**config.mk**
```make
export PLATFORM = sky130hd
export DESIGN_NAME = i2s_tx
export DESIGN_NICKNAME = d
export VERILOG_FILES = /design/src/rtl/i2s_tx_pkg.sv /design/src/rtl/i2s_clkgen.sv /design/src/rtl/i2s_tx.sv
export SDC_FILE = /design/constraint.sdc
export NUM_CORES = 1
export LEC_CHECK = 0
export BUFFER_PORTS_ARGS = -buffer_cell sky130_fd_sc_hd__buf_2
export CAP_MARGIN = 0
export CORE_MARGIN = 2
export CORE_UTILIZATION = 42
export DETAILED_ROUTE_END_ITERATION = 12
export PLACE_DENSITY = 0.63
export SLEW_MARGIN = 15
export SYNTH_ARGS = -nofsm -noshare
export SYNTH_HDL_FRONTEND = slang
export SYNTH_SLANG_ARGS = --single-unit
```
**constraint.sdc**
```tcl
create_clock -name clk -period 6 [get_ports clk]
set_input_delay 1.2 -clock clk [delete_from_list [all_inputs] [get_ports clk]]
set_output_delay 1.2 -clock clk [all_outputs]
set_load 0.05 [all_outputs]
```
**src/rtl/i2s_tx_pkg.sv**
```systemverilog
// i2s_tx_pkg: audio link sizing constants shared by i2s_tx and i2s_clkgen, plus counter-width helper.
package i2s_tx_pkg;

  localparam int SAMPLE_W_DEF = 24;
  localparam int SLOT_W_DEF   = 32;
  localparam int CLK_DIV_DEF  = 4;

  localparam logic [0:0] ST_IDLE = 1'b0;
  localparam logic [0:0] ST_RUN  = 1'b1;

  function automatic int cnt_width(input int n);
    return (n > 1) ? $clog2(n) : 1;
  endfunction

endpackage

```
**src/rtl/i2s_clkgen.sv**
```systemverilog
// i2s_clkgen: divides clk into the I2S bit clock and emits single-clk rise/fall event strobes.
module i2s_clkgen
  import i2s_tx_pkg::*;
#(
  parameter int CLK_DIV = CLK_DIV_DEF
) (
  input  logic clk,
  input  logic RESET,
  input  logic enable,
  input  logic run,
  output logic bclk,
  output logic fall_evt,
  output logic rise_evt
);

  localparam int                 DIV_W    = cnt_width(CLK_DIV);
  localparam logic [DIV_W-1:0]   DIV_LAST = DIV_W'(CLK_DIV - 1);

  logic [DIV_W-1:0] div_cnt_q, div_cnt_d;
  logic             bclk_q, bclk_d;
  logic             active;
  logic             terminal;

  // The divider stays parked at zero on the frame-start clk, so the first rise lands CLK_DIV clks later.
  assign active   = enable && run;
  assign terminal = active && (div_cnt_q == DIV_LAST);
  assign fall_evt = terminal && bclk_q;
  assign rise_evt = terminal && !bclk_q;
  assign bclk     = bclk_q;

  always_comb begin
    // NOTE: every _d defaults to its _q first, so no path leaves a signal unassigned and no latch is inferred.
    div_cnt_d = div_cnt_q;
    bclk_d    = bclk_q;
    if (!active) begin
      div_cnt_d = '0;
      bclk_d    = 1'b0;
    end else if (terminal) begin
      div_cnt_d = '0;
      bclk_d    = ~bclk_q;
    end else begin
      div_cnt_d = div_cnt_q + 1'b1;
    end
  end

  always_ff @(posedge clk) begin
    // NOTE: non-blocking assignments keep every flop sampling pre-edge values regardless of statement order.
    if (RESET) begin
      div_cnt_q <= '0;
      bclk_q    <= 1'b0;
    end else begin
      div_cnt_q <= div_cnt_d;
      bclk_q    <= bclk_d;
    end
  end

endmodule

```
**src/rtl/i2s_tx.sv**
```systemverilog
// i2s_tx: master-mode I2S serializer latching one stereo pair per frame and requesting the next via new_sample.
// Optional macro I2S_TX_MUTE_EN adds a `mute` input sampled at frame start that loads silence instead.
module i2s_tx
  import i2s_tx_pkg::*;
#(
  parameter int CLK_DIV  = CLK_DIV_DEF,
  parameter int SAMPLE_W = SAMPLE_W_DEF,
  parameter int SLOT_W   = SLOT_W_DEF
) (
  input  logic                clk,
  input  logic                RESET,
  input  logic                enable,
`ifdef I2S_TX_MUTE_EN
  input  logic                mute,
`endif
  input  logic [SAMPLE_W-1:0] in_l,
  input  logic [SAMPLE_W-1:0] in_r,
  output logic                new_sample,
  output logic                bclk,
  output logic                lrclk,
  output logic                sdata
);

  localparam int               CNT_W     = cnt_width(2 * SLOT_W);
  localparam logic [CNT_W-1:0] CNT_LAST  = CNT_W'(2 * SLOT_W - 1);
  localparam logic [CNT_W-1:0] SLOT_LEN  = CNT_W'(SLOT_W);
  localparam logic [CNT_W-1:0] LAST_DATA = CNT_W'(SAMPLE_W);

  logic [0:0]          state_q, state_d;
  logic [CNT_W-1:0]    bit_cnt_q, bit_cnt_d;
  logic                lrclk_q, lrclk_d;
  logic                sdata_q, sdata_d;
  logic                new_sample_q, new_sample_d;
  logic [SAMPLE_W-1:0] hold_l_q, hold_l_d;
  logic [SAMPLE_W-1:0] hold_r_q, hold_r_d;
  logic [SAMPLE_W-1:0] shift_q, shift_d;
  logic                frame_start;
  logic                mute_now;
  logic                fall_evt;
  logic                rise_evt;
  logic                run;

`ifdef I2S_TX_MUTE_EN
  assign mute_now = mute;
`else
  assign mute_now = 1'b0;
`endif

  assign run = (state_q == ST_RUN);

  i2s_clkgen #(
    .CLK_DIV (CLK_DIV)
  ) u_clkgen (
    .clk      (clk),
    .RESET    (RESET),
    .enable   (enable),
    .run      (run),
    .bclk     (bclk),
    .fall_evt (fall_evt),
    .rise_evt (rise_evt)
  );

  // Position inside the current channel slot; position 0 is the I2S one-bit-delay padding bit.
  function automatic logic [CNT_W-1:0] slot_pos(input logic [CNT_W-1:0] cnt);
    return (cnt >= SLOT_LEN) ? cnt - SLOT_LEN : cnt;
  endfunction

  function automatic logic is_data(input logic [CNT_W-1:0] pos);
    return (pos != '0) && (pos <= LAST_DATA);
  endfunction

  always_comb begin
    state_d      = state_q;
    bit_cnt_d    = bit_cnt_q;
    lrclk_d      = lrclk_q;
    sdata_d      = sdata_q;
    hold_l_d     = hold_l_q;
    hold_r_d     = hold_r_q;
    shift_d      = shift_q;
    new_sample_d = 1'b0;
    frame_start  = 1'b0;

    if (!enable) begin
      state_d   = ST_IDLE;
      bit_cnt_d = '0;
      lrclk_d   = 1'b0;
      sdata_d   = 1'b0;
      hold_l_d  = '0;
      hold_r_d  = '0;
      shift_d   = '0;
    end else if (state_q == ST_IDLE) begin
      state_d     = ST_RUN;
      bit_cnt_d   = '0;
      lrclk_d     = 1'b0;
      sdata_d     = 1'b0;
      frame_start = 1'b1;
    end else begin
      // Advance the shifter only after the DAC has sampled the current bit on the rising edge.
      if (rise_evt && is_data(slot_pos(bit_cnt_q))) begin
        shift_d = shift_q << 1;
      end
      if (fall_evt) begin
        bit_cnt_d   = (bit_cnt_q == CNT_LAST) ? '0 : bit_cnt_q + 1'b1;
        frame_start = (bit_cnt_q == CNT_LAST);
        lrclk_d     = (bit_cnt_d >= SLOT_LEN);
        sdata_d     = is_data(slot_pos(bit_cnt_d)) && shift_q[SAMPLE_W-1];
        if (bit_cnt_d == SLOT_LEN) begin
          shift_d = hold_r_q;
        end
      end
    end

    if (frame_start) begin
      hold_l_d     = mute_now ? '0 : in_l;
      hold_r_d     = mute_now ? '0 : in_r;
      shift_d      = hold_l_d;
      new_sample_d = 1'b1;
    end
  end

  always_ff @(posedge clk) begin
    if (RESET) begin
      state_q      <= ST_IDLE;
      bit_cnt_q    <= '0;
      lrclk_q      <= 1'b0;
      sdata_q      <= 1'b0;
      new_sample_q <= 1'b0;
      hold_l_q     <= '0;
      hold_r_q     <= '0;
      shift_q      <= '0;
    end else begin
      state_q      <= state_d;
      bit_cnt_q    <= bit_cnt_d;
      lrclk_q      <= lrclk_d;
      sdata_q      <= sdata_d;
      new_sample_q <= new_sample_d;
      hold_l_q     <= hold_l_d;
      hold_r_q     <= hold_r_d;
      shift_q      <= shift_d;
    end
  end

  assign new_sample = new_sample_q;
  assign lrclk      = lrclk_q;
  assign sdata      = sdata_q;

endmodule
```
==> out/results.ini <==
[run_status]
status=finished clean

[clock_tree]
cts_hold_buf=0
clock-sinks=61
htreeDepth=3
cts_tree=yes
post_cts_buffers=0
cts.reportedPaths.clkPinSlew_ns=0.07
post_cts_resized=0
clk_latency_ns=0.34
cts_buffers=9
cts.path.max_buffers=2
cts-root-buf=clkbuf_8

[timing]
setup_viol=0
setup_slack_ns=3.30
holdWs_ns=0.431
max_slew_margin=0.291
period_share=0.450
rsz0062_at_grt=no
worstMarginPinSlew_ns=1.06
fmax_mhz=370
final_max_slew_viol_count=0
finClkSkew_ns=0.00756
finalCriticalPeriod_ns=2.70
final.setup.tns_ns=0
hold_viol=0

[worst_setup_path]
cp_slowest_cell=nor4_1
max_stage_delay_ns=0.51
critPathArrivalTime_ns=2.89
crit_chain=buf_2, nand4_2, nor4_1, o211ai_4, nand4b_1, o211ai_1
cp-start-kind=primary input
r2r-start=bit_cnt_q[1]
crit_path_max_fanout=25
critical_path.endpoint_type=register
critical_path_class=in -> reg
cp-startpoint=enable
worstPathRequired_ns=6.19

[pwr]
p_clk_frac=0.429
power_density_mw_per_mm2=260
switching_share=0.225
peakVddDrop_uv=171
p_sw_uw=189
p_int_uw=651
p_seq_frac=0.509
p_comb_frac=0.062
p_leak_uw=0.00150

[synth]
ys_warn_count=0
muxShareOfSynthArea=0.202
ys_types=43
syn_area_per_cell_um2=10.4
syn_area_mm2=0.00278
yosysSeqAreaShare=0.440
syn-num-nets=322
synth_compound_area_frac=0.165
synth_top_family_by_area=multiplexers
ys_ff_latch=61
synthSimpleGateAreaFrac=0.121
synth_xor_area_frac=0.00947
synth-adder-area-share=0.0135
syn_inst=268

[global_routing]
grt.total_usage=0.166
use_met3=0.0516
grt.busiest_layer=met2
grt_max_degree=50
grt_pass1_wl_mm=9.47
antenna_found_initial=0
grt_pass1_vias=1977
grt_use_met1=0.232
overflow=0
grt_use_met2=0.237

[layout]
layout-drive-gt1-share=0.304
num_antenna_cells=0
fin_cells=399
fillers=596
fin_nets=371
syn_to_final_growth_pct=16.5

[place]
dp_hpwl_mm=3.71
finalWeightedCongestion=0.896
dp_slack_ns=2.96
port_buffers=54
placed_cells=383

[die]
ioPinCount=55
dieWidth_um=85.3
rows=29
dieArea_mm2=0.00727
start_util=0.435
core_area_mm2=0.00639
die_y_um=85.3

[worst_hold_path]
worst_hold_path_type=reg -> reg
min_from=u_clkgen.div_cnt_q[0]

[detailed_routing]
vias_per_cell=5.12
route.detailed.drc=0
firstDrtPassIters=4
ant_nets=0
dr.first_iter.drc_count=174
drt_wl_total_mm=5.67
wl_per_cell_um=14.2
vias=2041

[job]
maxCapViolations=0

## power by group through the flow
stage               Combinational (uW)  Sequential [uW]  Clock, uW
floorplan                         29.6              435          0
global placement                  51.5              436          0
detailed placement                52.4              436          0
CTS                               52.7              427        370
global route                      58.5              429        384
finish                            52.1              427        360
## critical path, delay by kind of cell
| kind | cells | cell delay (ns) |
|---|---|---|
| buffers and inverters | 1 | 0.11 |
| AOI/OAI and AO/OA | 2 | 0.56 |
| and+or+nand+nor | 3 | 1.00 |
## final timing paths
check                               end  slack, ns  cells after the start
setup / recovery             shift_q[0]       3.30                      6
hold / removal    u_clkgen.div_cnt_q[0]       0.43                      1
setup reg to reg            shift_q[11]       3.61                      6
hold reg to reg   u_clkgen.div_cnt_q[0]       0.43                      1
## sequential cells by signal, summed over array words and instances (netlist names)
register / count
bit_cnt_q: 6
hold_r_q: 24
lrclk: 1
new_sample: 1
run: 1
sdata: 1
shift_q: 24
u_clkgen.bclk: 1
u_clkgen.div_cnt_q: 2
## metrics by stage
step                       util  power (uW)  area [um2]
after floorplan               -         464        2780
after global placement    0.476         487        3040
after detailed placement  0.476         489        3040
after CTS                 0.506         850        3230
after global routing      0.506         872        3230
final                     0.506         840        3230
## cell usage in the layout, fill, tap and decap left out, types with 2 or more instances in the layout
cell      count
mux2_2        4
a21o_1        3
nor3_1        3
nor2_1        8
clkinv_2      2
nand2_1      35
o21ai_0       8
nor2b_1       4
buf_4         2
clkbuf_8     10
nor4_1        2
a21oi_1       6
clkbuf_1      2
o21ai_1      19
mux2_4       19
inv_1         2
mux2i_1      23
xor2_1        2
buf_2        54
nand3_1       3
ha_1          3
dfxtp_1      61
or3_1         2
a22o_1       23
## cells by family after synthesis
kind of cell,count (synthesis)
and+or+nand+nor,68
AOI/OAI and AO/OA,67
DFF,61
muxes,46
buffers and inverters,20
xor gates and xnor gates,3
adders and majority gates,3
## synth_stat cells, drive strengths merged
library cell | number | area (um2)
dfxtp | 61 | 1220
nand2 | 35 | 131
o21ai | 27 | 135
a22o | 23 | 201
mux2 | 23 | 330
mux2i | 23 | 230
buf | 9 | 93.8
clkbuf | 9 | 35.0
nor2 | 8 | 30.0
a21oi | 7 | 35.0
nor2b | 4 | 25.0
a21o | 3 | 22.5
ha | 3 | 37.5
nand3 | 3 | 15.0
nor3 | 3 | 15.0
inv | 2 | 7.51
nor4 | 2 | 12.5
o211ai | 2 | 20.0
or3 | 2 | 12.5
xor2 | 2 | 17.5
and2 | 1 | 6.26
and3 | 1 | 6.26
and3b | 1 | 8.76
and4 | 1 | 8.76
and4b | 1 | 10.0
nand3b | 1 | 7.51
nand4 | 1 | 12.5
nand4b | 1 | 8.76
nor3b | 1 | 7.51
o211a | 1 | 10.0
o21a | 1 | 7.51
o311ai | 1 | 8.76
o31ai | 1 | 7.51
o41ai | 1 | 8.76
or3b | 1 | 8.76
or4b | 1 | 10.0
xnor2 | 1 | 8.76
## metal layers
metal	vias up	routed length, um
li1	1067	-
met1	914	2910
met2	52	2360
met3	8	309
met4	0	87
met5	-	0
## layout make-up
class / instances / area, um2 / share of cell area
multi-input combinational: 187 / 1430 / 0.443
sequential: 61 / 1220 / 0.378
timing repair buffer: 56 / 285 / 0.0882
clock buffer: 12 / 145 / 0.0449
tap: 77 / 96.3 / 0.0298
clock inverter: 4 / 47.5 / 0.0147
inverter: 2 / 7.51 / 0.00232
Power figures use the tool's default switching activity.
